[config.mk]
export PLATFORM = sky130hd
export DESIGN_NAME = alarm_ringer
export DESIGN_NICKNAME = d
export VERILOG_FILES = /design/src/rtl/alarm_ringer.sv
export SDC_FILE = /design/constraint.sdc
export NUM_CORES = 1
export LEC_CHECK = 0
export CAP_MARGIN = 15
export CORE_ASPECT_RATIO = 1.1
export CORE_MARGIN = 5
export CORE_UTILIZATION = 43
export CTS_CLUSTER_SIZE = 12
export DETAILED_ROUTE_END_ITERATION = 7
export PLACE_DENSITY_LB_ADDON = 0.1
export REMOVE_ABC_BUFFERS = 1
export SLEW_MARGIN = 20
export SYNTH_ARGS = -nofsm -noshare
export SYNTH_HDL_FRONTEND = slang
export SYNTH_SLANG_ARGS = --single-unit
[constraint.sdc]
create_clock -name clk -period 7.39 [get_ports clk]
set_clock_uncertainty 0.1 [all_clocks]
set_input_delay 1.478 -clock clk [delete_from_list [all_inputs] [get_ports clk]]
set_output_delay 1.478 -clock clk [all_outputs]
set_load 0.05 [all_outputs]
[src/rtl/alarm_ringer.sv]
// alarm_ringer: alarm clock ringer controller (IDLE / RINGING / SNOOZE).
//
// Parameters:
//   RING_SECONDS   - ring duration in tick_1hz pulses before timeout
//   SNOOZE_SECONDS - snooze interval in tick_1hz pulses
//   MAX_SNOOZES    - snoozes allowed per alarm event (1..3)
//   TONE_DIV       - clk cycles per buzzer half-period
//
// Ports:
//   clk           - system clock, rising edge
//   rst           - asynchronous active-low reset
//   tick_1hz      - one-clk pulse per second
//   alarm_trigger - level, high while current time equals alarm time
//   alarm_enable  - level, alarm armed when high (dropping it aborts any event)
//   stop_btn      - one-clk pulse
//   snooze_btn    - one-clk pulse
//   buzzer        - tone square wave, active only while ringing
//   ringing       - high in RINGING
//   snoozing      - high in SNOOZE
//   snooze_count  - snoozes used in the current (or last) event
//
// Optional feature: define ALARM_AUTO_SNOOZE_EN to turn a ring timeout into an
// automatic snooze while snoozes remain.

module alarm_ringer #(
  parameter int unsigned RING_SECONDS   = 60,
  parameter int unsigned SNOOZE_SECONDS = 300,
  parameter int unsigned MAX_SNOOZES    = 3,
  parameter int unsigned TONE_DIV       = 25000
) (
  input  logic       clk,
  input  logic       rst,
  input  logic       tick_1hz,
  input  logic       alarm_trigger,
  input  logic       alarm_enable,
  input  logic       stop_btn,
  input  logic       snooze_btn,
  output logic       buzzer,
  output logic       ringing,
  output logic       snoozing,
  output logic [1:0] snooze_count
);

  // One shared seconds counter, sized for the longer of the two intervals.
  localparam int unsigned SecMax = (RING_SECONDS > SNOOZE_SECONDS) ? RING_SECONDS
                                                                   : SNOOZE_SECONDS;
  localparam int unsigned SecW   = $clog2(SecMax + 1);
  localparam int unsigned ToneW  = $clog2(TONE_DIV + 1);

  typedef enum logic [1:0] {StIdle, StRinging, StSnooze} state_e;

  state_e            state_q, state_d;
  logic [SecW-1:0]   sec_q, sec_d, sec_inc;
  logic [ToneW-1:0]  tone_q, tone_d;
  logic [1:0]        cnt_q, cnt_d;
  logic              buzzer_q, buzzer_d;
  logic              ringing_q, snoozing_q;
  logic              trig_q;
  logic              rise, ring_done, snooze_done, can_snooze;

  assign rise        = alarm_trigger & ~trig_q;
  assign sec_inc     = sec_q + SecW'(1);
  assign ring_done   = tick_1hz && (sec_inc == SecW'(RING_SECONDS));
  assign snooze_done = tick_1hz && (sec_inc == SecW'(SNOOZE_SECONDS));
  assign can_snooze  = cnt_q < 2'(MAX_SNOOZES);

  always_comb begin
    state_d  = state_q;
    sec_d    = sec_q;
    cnt_d    = cnt_q;
    tone_d   = '0;
    buzzer_d = 1'b0;

    if (!alarm_enable) begin
      state_d = StIdle;
      sec_d   = '0;
    end else begin
      unique case (state_q)
        StIdle: begin
          if (rise) begin
            state_d = StRinging;
            sec_d   = '0;
            cnt_d   = '0;
          end
        end
        StRinging: begin
          // Tone generator runs only while staying in RINGING.
          if (tone_q == ToneW'(TONE_DIV - 1)) begin
            tone_d   = '0;
            buzzer_d = ~buzzer_q;
          end else begin
            tone_d   = tone_q + ToneW'(1);
            buzzer_d = buzzer_q;
          end
          if (tick_1hz) sec_d = sec_inc;

          if (stop_btn || (snooze_btn && !can_snooze)) begin
            state_d = StIdle;
          end else if (snooze_btn) begin
            state_d = StSnooze;
            cnt_d   = cnt_q + 2'd1;
          end else if (ring_done) begin
`ifdef ALARM_AUTO_SNOOZE_EN
            if (can_snooze) begin
              state_d = StSnooze;
              cnt_d   = cnt_q + 2'd1;
            end else begin
              state_d = StIdle;
            end
`else
            state_d = StIdle;
`endif
          end

          if (state_d != StRinging) begin
            sec_d    = '0;
            tone_d   = '0;
            buzzer_d = 1'b0;
          end
        end
        StSnooze: begin
          if (tick_1hz) sec_d = sec_inc;
          if (stop_btn) begin
            state_d = StIdle;
            sec_d   = '0;
          end else if (snooze_done) begin
            state_d = StRinging;
            sec_d   = '0;
          end
        end
        default: begin
          state_d = StIdle;
          sec_d   = '0;
        end
      endcase
    end
  end

  always_ff @(posedge clk or negedge rst) begin
    if (!rst) begin
      state_q    <= StIdle;
      sec_q      <= '0;
      tone_q     <= '0;
      cnt_q      <= '0;
      buzzer_q   <= 1'b0;
      ringing_q  <= 1'b0;
      snoozing_q <= 1'b0;
      // Reset high so a trigger already high at release cannot start a ring.
      trig_q     <= 1'b1;
    end else begin
      state_q    <= state_d;
      sec_q      <= sec_d;
      tone_q     <= tone_d;
      cnt_q      <= cnt_d;
      buzzer_q   <= buzzer_d;
      ringing_q  <= (state_d == StRinging);
      snoozing_q <= (state_d == StSnooze);
      trig_q     <= alarm_trigger;
    end
  end

  assign buzzer       = buzzer_q;
  assign ringing      = ringing_q;
  assign snoozing     = snoozing_q;
  assign snooze_count = cnt_q;

endmodule

==> impl_metrics.env <==
export IMPL_fmax_mhz=291
export IMPL_wl_per_cell_um=14.2
export IMPL_p_clk_frac=0.363
export IMPL_grt_pass1_wl_um=6930
export IMPL_place_area_sq_um=2160
export IMPL_antenna_found_initial=0
export IMPL_finalHoldViolCount=0
export IMPL_totalWireLength_um=4050
export IMPL_final_cell_area_sq_um=2250
export IMPL_combPwrFrac=0.155
export IMPL_internal_power_mw=0.279
export IMPL_synth_seq_cells=32
export IMPL_p_leak_nw=0.887
export IMPL_io_pins=12
export IMPL_synth_edf_count=0
export IMPL_critPathLaunchType="input port"
export IMPL_grt_max_degree=33
export IMPL_core_area_sq_um=4590
export IMPL_critPathCaptureType="flip-flop"
export IMPL_clockRootBuffer="clkbuf_8"
export IMPL_period_needed_ns=3.43
export IMPL_cp_data_arrival_time_ns=3.49
export IMPL_cts_sinks=32
export IMPL_hold_path_cell_count=1
export IMPL_finalSetupTns_ns=0
export IMPL_rows=26
export IMPL_grt_pass1_vias=1486
export IMPL_cts_tree="done"
export IMPL_cp_max_fo=12
export IMPL_fin_nets=243
export IMPL_avgSynthCellArea_sq_um=9.41
export IMPL_power_frac_seq=0.481
export IMPL_final_common_cell="dfrtp_1"
export IMPL_p_total_mw=0.388
export IMPL_setup_viol_count_final=0
export IMPL_firstDrtPassIters=4
export IMPL_clock_latency_ns=0.28
export IMPL_rsz0062_at_grt="false"
export IMPL_start_util=0.439
export IMPL_cts_buffers_inserted=5
export IMPL_critPathKind="in -> reg"
export IMPL_setup_ws_ns=3.96
export IMPL_r2r_cells=9
export IMPL_vias=1570
export IMPL_cts_resized=0
export IMPL_clockBufferDepth=2
export IMPL_dp_slack_ns=3.67
export IMPL_die_w_um=75.2
export IMPL_final_max_slew_viol_count=0
export IMPL_grt_overflow=0
export IMPL_r2r_start="sec_q[0]"
export IMPL_ys_flop_type="dfrtp_1"
export IMPL_drt_iter0_markers=107
export IMPL_path_clk_slew_ns=0.07
export IMPL_hold_buffers=0
export IMPL_worstMarginPinSlew_ns=0.495
export IMPL_hold_path_class="reg -> reg"
export IMPL_swShare=0.280
export IMPL_synth_warnings=0
export IMPL_worstHoldStart="tone_q[0]"
export IMPL_cts_htree_levels=2
export IMPL_p_sw_mw=0.109
export IMPL_diodes=0
export IMPL_drcViolationCount=0
export IMPL_synthArstFlopShare=1.00
export IMPL_drtAntennaViolNets=0
export IMPL_drive_above_1_share=0.122
export IMPL_cts_setup_buffers=0
export IMPL_port_buffers=11
export IMPL_drv_cap=0
export IMPL_powerDensity_nw_per_um2=172
export IMPL_mostFrequentLayoutCells="dfrtp_1, nand2_1, nor2_1"
export IMPL_yosys_cell_types_count=47
export IMPL_dieArea_sq_um=6150
export IMPL_dp_hpwl_um=2960
export IMPL_routed_via_density=5.51
export IMPL_die_h_um=81.8
export IMPL_crit_start="tick_1hz"
export IMPL_required_ns=7.45
export IMPL_gp_congestion=0.849
export IMPL_period_share=0.465
export IMPL_peakVddDrop_mv=0.0647
export IMPL_netlist_instances=214
export IMPL_slew_headroom=0.669
export IMPL_netlist_area_sq_um=2010
export IMPL_grt_use_total=0.147
export IMPL_outcome="finished, final reports clean"
export IMPL_synth_seq_area_share=0.398
export IMPL_area_growth_pct=11.8
==> final timing paths <==
path	end	slack, ns
max in group asynchronous	trig_q	5.38
min	tone_q[0]	0.37
min in group asynchronous	tone_q[10]	1.48
min reg2reg	tone_q[0]	0.37
max	sec_q[0]	3.96
max reg2reg	sec_q[0]	4.57
==> cell families (layout without fill, tap and decap cells) <==
kind of cell / count (synthesis) / after routing / synth area share
and+or+nand+nor: 102 / 102 / 0.293
AOI/OAI and AO/OA: 33 / 33 / 0.123
DFF: 32 / 32 / 0.398
buffers and inverters: 19 / 34 / 0.0479
xor gates and xnor gates: 18 / 18 / 0.0783
adders and majority gates: 8 / 8 / 0.0497
muxes: 2 / 2 / 0.00994
==> critical path: stages <==
cell and delay (ns):
clkdlybuf4s50_1 0.66, o211ai_2 0.17, nor4_1 0.47, o32ai_1 0.14, buf_4 0.20, a31oi_1 0.24
mux2i_1 0.12
==> metal layers <==
metal / track usage / wire [um] / vias up
met3: 0.0392 / 163 / 6
met5: 0 / 0 / -
met2: 0.223 / 1920 / 27
met4: 0.0577 / 63 / 0
li1: - / - / 777
met1: 0.199 / 1900 / 760
==> metrics by stage <==
stage               utilization  std cells  hold WS, ns
global route              0.491        285        0.396
detailed placement        0.471        277        0.357
finish                    0.491        285        0.370
CTS                       0.491        285        0.365
global placement          0.471        277        0.355
floorplan                     -        208        0.343
==> power by group through the flow <==
| stage | Combinational [mW] | Clock (mW) | Sequential (mW) |
|---|---|---|---|
| final | 0.0602 | 0.141 | 0.187 |
| after global routing | 0.0671 | 0.154 | 0.187 |
| after CTS | 0.0605 | 0.145 | 0.187 |
| after detailed placement | 0.0609 | 0 | 0.190 |
| after global placement | 0.0597 | 0 | 0.190 |
| after floorplan | 0.0237 | 0 | 0.203 |
==> state kept, by name, summed over array words and instances (netlist names) <==
register / flops
ringing: 1
snooze_count: 2
trig_q: 1
buzzer: 1
tone_q: 15
state_q: 2
snoozing: 1
sec_q: 9
==> cell type report <==
cell class / instances / area (sq um)
Clock buffer: 8 / 90.1
Sequential cell: 32 / 802
Timing Repair Buffer: 13 / 125
Tap cell: 56 / 70.1
Inverter: 13 / 48.8
Multi-Input combinational cell: 163 / 1110
Fill cell: 407 / 2340
==> Yosys cell counts, types with 2 or more instances <==
cell type / number / share of area
a21oi_1: 3 / 0.0075
a22o_1: 2 / 0.0087
a22oi_1: 2 / 0.0075
a31oi_1: 8 / 0.025
and2_1: 6 / 0.019
and3_1: 7 / 0.022
clkbuf_1: 2 / 0.0037
dfrtp_1: 31 / 0.39
ha_1: 8 / 0.050
inv_1: 13 / 0.024
mux2i_1: 2 / 0.0099
nand2_1: 24 / 0.045
nand2b_1: 3 / 0.0093
nand3_1: 12 / 0.030
nand4_1: 6 / 0.019
nor2_1: 15 / 0.028
nor2_2: 2 / 0.0062
nor2_4: 8 / 0.045
nor2b_1: 2 / 0.0062
nor3_1: 6 / 0.015
nor3b_1: 2 / 0.0075
o211ai_1: 2 / 0.0075
o21ai_0: 2 / 0.0050
o22ai_1: 6 / 0.019
or3_1: 2 / 0.0062
xnor2_1: 6 / 0.026
xor2_1: 12 / 0.052
Power figures use the tool's default switching activity.
